==> config.mk <==
export PLATFORM = sky130hd
export DESIGN_NAME = seq_divider_32by16_flat
export DESIGN_NICKNAME = d
export VERILOG_FILES = /design/src/rtl/seq_divider_32by16_if.sv /design/src/rtl/seq_divider_32by16.sv /design/src/flat_wrapper.sv
export SDC_FILE = /design/constraint.sdc
export NUM_CORES = 1
export LEC_CHECK = 0
export CORE_AREA = 2 2 101 103
export DETAILED_ROUTE_END_ITERATION = 8
export DIE_AREA = 0 0 103 105
export PLACE_DENSITY = 0.8
export SKIP_LAST_GASP = 1
export SYNTH_ARGS = -nofsm -noshare
export SYNTH_HDL_FRONTEND = slang
export SYNTH_SLANG_ARGS = --single-unit
export TNS_END_PERCENT = 20
==> constraint.sdc <==
create_clock -name clk -period 3.3 [get_ports clk]
set_input_delay 0.66 -clock clk [delete_from_list [all_inputs] [get_ports clk]]
set_output_delay 0.66 -clock clk [all_outputs]
set_load 0.02 [all_outputs]
==> src/rtl/seq_divider_32by16_if.sv <==
// Operand/result handshake bundle for the 32-by-16 sequential divider.
// The master side presents operands and accepts results; the slave side is the divider.
`timescale 1ns/1ps
interface seq_divider_32by16_if #(
  parameter int DW = 16
);
  logic            in_valid;
  logic            in_ready;
  logic [2*DW-1:0] dividend;
  logic [DW-1:0]   divisor;
  logic            out_valid;
  logic            out_ready;
  logic [DW-1:0]   quotient;
  logic [DW-1:0]   remainder;
  logic            div_by_zero;
  logic            overflow;

  modport master (
    output in_valid, dividend, divisor, out_ready,
    input  in_ready, out_valid, quotient, remainder, div_by_zero, overflow
  );

  modport slave (
    input  in_valid, dividend, divisor, out_ready,
    output in_ready, out_valid, quotient, remainder, div_by_zero, overflow
  );
endinterface

==> src/rtl/seq_divider_32by16.sv <==
// Radix-2 restoring divider: 2*DW-bit dividend / DW-bit divisor, one quotient bit per clock.
// Zero-divisor and quotient-overflow cases are resolved at acceptance and skip the iteration.
`timescale 1ns/1ps
module seq_divider_32by16 #(
  parameter int DW = 16,
  parameter int CW = 5
) (
  input  logic                 clk,
  input  logic                 rst_n,
  seq_divider_32by16_if.slave  bus
);

  typedef enum logic [1:0] {IDLE, CALC, DONE} state_t;

  localparam logic [CW-1:0] LAST_ITER = CW'(DW - 1);

  state_t          state_reg, state_next;
  logic [CW-1:0]   cnt_reg,   cnt_next;
  // Partial remainder is always below the divisor, so its DW+1'th bit is implicitly 0.
  logic [DW-1:0]   r_reg,     r_next;
  logic [DW-1:0]   q_reg,     q_next;
  logic [DW-1:0]   div_reg,   div_next;
  logic [DW-1:0]   quot_reg,  quot_next;
  logic [DW-1:0]   rem_reg,   rem_next;
  logic            dbz_reg,   dbz_next;
  logic            ovf_reg,   ovf_next;

  logic [DW:0]     trial;
  logic [DW:0]     trial_diff;
  logic            trial_ge;
  logic [DW-1:0]   r_iter;
  logic [DW-1:0]   q_iter;
  logic [DW-1:0]   dividend_hi;
  logic [DW-1:0]   dividend_lo;

  assign dividend_hi = bus.dividend[2*DW-1:DW];
  assign dividend_lo = bus.dividend[DW-1:0];

  // One restoring step: shift the next dividend bit into the remainder and try a subtract.
  always_comb begin
    trial      = {r_reg, q_reg[DW-1]};
    trial_diff = trial - {1'b0, div_reg};
    trial_ge   = (trial >= {1'b0, div_reg});
    r_iter     = trial_ge ? trial_diff[DW-1:0] : trial[DW-1:0];
    q_iter     = {q_reg[DW-2:0], trial_ge};
  end

  always_comb begin
    state_next = state_reg;
    cnt_next   = cnt_reg;
    r_next     = r_reg;
    q_next     = q_reg;
    div_next   = div_reg;
    quot_next  = quot_reg;
    rem_next   = rem_reg;
    dbz_next   = dbz_reg;
    ovf_next   = ovf_reg;

    case (state_reg)
      IDLE: begin
        if (bus.in_valid) begin
          if (bus.divisor == '0) begin
            state_next = DONE;
            quot_next  = '1;
            rem_next   = dividend_lo;
            dbz_next   = 1'b1;
            ovf_next   = 1'b0;
          end else if (dividend_hi >= bus.divisor) begin
            // Quotient would need more than DW bits.
            state_next = DONE;
            quot_next  = '1;
            rem_next   = '0;
            dbz_next   = 1'b0;
            ovf_next   = 1'b1;
          end else begin
            state_next = CALC;
            r_next     = dividend_hi;
            q_next     = dividend_lo;
            div_next   = bus.divisor;
            cnt_next   = '0;
            dbz_next   = 1'b0;
            ovf_next   = 1'b0;
          end
        end
      end
      CALC: begin
        r_next   = r_iter;
        q_next   = q_iter;
        cnt_next = cnt_reg + 1'b1;
        if (cnt_reg == LAST_ITER) begin
          state_next = DONE;
          quot_next  = q_iter;
          rem_next   = r_iter;
        end
      end
      DONE: begin
        if (bus.out_ready) begin
          state_next = IDLE;
        end
      end
      default: begin
        state_next = IDLE;
      end
    endcase
  end

  always_ff @(posedge clk or negedge rst_n) begin
    if (!rst_n) begin
      state_reg <= IDLE;
      cnt_reg   <= '0;
      r_reg     <= '0;
      q_reg     <= '0;
      div_reg   <= '0;
      quot_reg  <= '0;
      rem_reg   <= '0;
      dbz_reg   <= 1'b0;
      ovf_reg   <= 1'b0;
    end else begin
      state_reg <= state_next;
      cnt_reg   <= cnt_next;
      r_reg     <= r_next;
      q_reg     <= q_next;
      div_reg   <= div_next;
      quot_reg  <= quot_next;
      rem_reg   <= rem_next;
      dbz_reg   <= dbz_next;
      ovf_reg   <= ovf_next;
    end
  end

  assign bus.in_ready    = (state_reg == IDLE);
  assign bus.out_valid   = (state_reg == DONE);
  assign bus.quotient    = quot_reg;
  assign bus.remainder   = rem_reg;
  assign bus.div_by_zero = dbz_reg;
  assign bus.overflow    = ovf_reg;

endmodule
==> src/flat_wrapper.sv <==
// flat-port wrapper written by rule: the top's interface ports become plain ports
module seq_divider_32by16_flat 
#(
  parameter int DW = 16,
  parameter int CW = 5
)
  (clk, rst_n, bus_in_valid, bus_dividend, bus_divisor, bus_out_ready, bus_in_ready, bus_out_valid, bus_quotient, bus_remainder, bus_div_by_zero, bus_overflow);
  seq_divider_32by16_if #(.DW(DW)) bus_i ();
  input  logic clk;
  input  logic rst_n;
  input wire logic [$bits(bus_i.in_valid)-1:0] bus_in_valid;
  input wire logic [$bits(bus_i.dividend)-1:0] bus_dividend;
  input wire logic [$bits(bus_i.divisor)-1:0] bus_divisor;
  input wire logic [$bits(bus_i.out_ready)-1:0] bus_out_ready;
  output wire logic [$bits(bus_i.in_ready)-1:0] bus_in_ready;
  output wire logic [$bits(bus_i.out_valid)-1:0] bus_out_valid;
  output wire logic [$bits(bus_i.quotient)-1:0] bus_quotient;
  output wire logic [$bits(bus_i.remainder)-1:0] bus_remainder;
  output wire logic [$bits(bus_i.div_by_zero)-1:0] bus_div_by_zero;
  output wire logic [$bits(bus_i.overflow)-1:0] bus_overflow;
  assign bus_i.in_valid = bus_in_valid;
  assign bus_i.dividend = bus_dividend;
  assign bus_i.divisor = bus_divisor;
  assign bus_i.out_ready = bus_out_ready;
  assign bus_in_ready = bus_i.in_ready;
  assign bus_out_valid = bus_i.out_valid;
  assign bus_quotient = bus_i.quotient;
  assign bus_remainder = bus_i.remainder;
  assign bus_div_by_zero = bus_i.div_by_zero;
  assign bus_overflow = bus_i.overflow;
  seq_divider_32by16 #(.DW(DW), .CW(CW)) u_core (.clk(clk), .rst_n(rst_n), .bus(bus_i));
endmodule
==> flow_summary.ini, run 1 <==
[grt]
met1_usage = 0.347
grt_pass1_vias = 4778
grtUsageTotal = 0.267
gr-total-overflow = 0
grt_pass1_wl_um = 22800
busiest_layer = met2
grt_use_met3 = 0.0455
grt_start_max_net_pins = 46
antenna_found_initial = 0
use_met2 = 0.446

[job]
max_cap_viol_count = 0

[layout]
fillers = 804
final_common_cell = nand2_1
nNetsFinal = 756
layout-drive-gt1-share = 0.0772
n_antenna_cell = 0
fin_util = 0.673
syn2layout_area_growth_pct = 25.4
final_cell_mix = nand2_1 (104), dfrtp_1 (89), clkdlybuf4s50_1 (86), nor2_1 (41), inv_1 (39)

[drt]
drtAntennaViolNets = 0
drt-initial-drc-count = 346
wl_um = 13800
avgViaCountPerCell = 5.80
wl_per_cell_um = 17.1
vias = 4678
first_pass_iters = 5
drcViolationCount = 0

[logic_synthesis]
syn_area_per_cell_um2 = 8.93
ys_ff_latch = 89
synthFlopType = dfrtp_1
ys_seq_area_frac = 0.431
synth_area_leaders = dfrtp_1 (43%), ha_1 (8.2%), nand2_1 (7.5%)
netlist.area_leader.share = 0.431
synth_warnings = 0
syn_nets = 666
ys_async_sr_fraction = 1.00
synth_area_um2 = 5170
synth_edf_count = 0
synth_cell_types = 57
yosysTopAreaCell = dfrtp_1
synth_cells = 579

[setup_path]
critPathCaptureType = flip-flop
crit_required_ps = 3600
crit_type = in -> reg
crit_path_start_kind = input pin
cp.arrival_ps = 3350
crit_fanout = 44

[floorplan]
die_area_um2 = 10800
core-area_um2 = 9640
die_w_um = 103
initial_core_util = 0.537
io_pins = 88
num_rows = 36
fp.dieH_um = 105

[cts]
postCtsSetupRepairBufs = 0
cts-root-buf = clkbuf_8
post_cts_resized = 0
cts_buffers = 9
cts_tree = built
ctsHoldBuffers = 0
cts.sinks = 89
clock_latency_ps = 360
htree_num_levels = 3
ctsLongestPathBuffers = 2
cts.clk_slew.worst_paths_ps = 100

[min_path]
hold_class = in -> async

[sta]
clock.fmax_ghz = 0.328
slew_violations = 0
whs_ps = 285
period_share = 0.924
slew_headroom = 0.521
rsz0062_at_grt = false
setup_ws_ps = 250
final-setup-viol-count = 0
min_period_ps = 3050
hold_viol_final = 0
clock_skew_ps = 12.1
worstMarginPinSlew_ps = 717
setup_tns_ps = 0

[power]
p_int_w = 0.00389
powerDensity_nw_per_um2 = 1110
p_clk_frac = 0.109
p_sw_w = 0.00329
p_total_w = 0.00718
seqPwrFrac = 0.279
peakVddDrop_mv = 0.610
p_sw_frac = 0.458
p_leak_nw = 2.97
combPwrFrac = 0.612

[outcome]
status = finished clean

[placed_design]
globalplace.congestion = 0.987
post-dp-hpwl_um = 10300
io_buffers = 87
pre_cts_slack_ps = -114
-- metal layers --
layer  wire length (um)  part of all wire
met5                  0                 0
met3                741             0.054
met2               7090              0.51
met4                264             0.019
met1               5690              0.41
-- area by class of cell --
type | count | area [um2] | share of cell area
multi-input cells | 423 | 2670 | 0.411
flip-flops and latches | 89 | 2230 | 0.343
repair buffers | 107 | 1080 | 0.167
well taps | 133 | 166 | 0.0257
inverters | 39 | 146 | 0.0226
clock buffers | 10 | 128 | 0.0197
clock inverters | 6 | 72.6 | 0.0112
-- cells in the mapped netlist, types with 2 or more instances --
library cell  count
mux2_1            3
inv_1            39
o22a_1            4
clkbuf_1         17
a21oi_1          34
dfrtp_1          89
o21ai_1          37
a21o_1            8
a31oi_1          19
a221oi_1          2
nand2_1         104
o21a_1            4
buf_4             2
o21bai_1          6
mux2_2            4
o211ai_1          6
buf_2             6
buf_6             2
mux2i_1          15
xor2_1            6
nor2b_1           3
o2111ai_1         2
nor2_1           41
nor3_1            6
ha_1             34
nand4_1           5
xnor2_1          10
nor4_1            5
nand2b_1          3
a211oi_1          2
o21ai_0          23
nand3_1          13
-- worst max-delay path, stage by stage --
cell and delay (ps):
clkdlybuf4s50_1 460, inv_1 50, ha_1 260, nand2b_1 140, a2111o_1 470, a311oi_4 330
nand2_2 160, a32oi_4 310, buf_12 240, a21oi_1 70, o21ai_1 80, o21a_1 130
-- power groups by stage --
| stage | combinational [W] | clock, W | sequential, W |
|---|---|---|---|
| floorplan | 0.00281 | 0 | 0.00216 |
| global placement | 0.00417 | 0 | 0.00198 |
| detailed placement | 0.00432 | 0 | 0.00200 |
| CTS | 0.00437 | 0.000795 | 0.00199 |
| global route | 0.00480 | 0.000840 | 0.00205 |
| finish | 0.00439 | 0.000785 | 0.00200 |
-- worst paths after layout --
kind | cells after the start | slack, ps | startpoint | endpoint
setup / recovery | 12 | 250 | bus_dividend[16] | u_core.bus.remainder[1]$_DFFE_PN0P_
hold / removal | 1 | 280 | rst_n | u_core.bus.div_by_zero$_DFFE_PN0P_
setup reg to reg | 10 | 370 | u_core.r_reg[3]$_DFFE_PN0P_ | u_core.bus.remainder[7]$_DFFE_PN0P_
hold reg to reg | 2 | 480 | u_core.div_reg[5]$_DFFE_PN0P_ | u_core.div_reg[5]$_DFFE_PN0P_
max in group asynchronous | 2 | 2350 | rst_n | u_core.q_reg[7]$_DFFE_PN0P_
min in group clk | 2 | 480 | u_core.div_reg[5]$_DFFE_PN0P_ | u_core.div_reg[5]$_DFFE_PN0P_
-- per-stage QoR --
step,std cells,cell area [um2]
after floorplan,579,5170
after global placement,791,6290
after detailed placement,791,6290
after CTS,807,6490
after global routing,807,6490
final,807,6490
-- cells by family after synthesis --
family          share of synthesized area
simple gates                        0.156
compound gates                      0.201
flops                               0.431
buf+inv                            0.0544
fa+ha+maj                          0.0861
mux                                0.0443
xor+xnor                           0.0271
Note: power is estimated with default switching activity, not from simulation.
==> run 2: changes to the inputs <==
- ABC_CLOCK_PERIOD_IN_PS: not set -> 3300
==> results of run 2 <==
The final DEF is identical to that of run 1; final timing and power are the same.
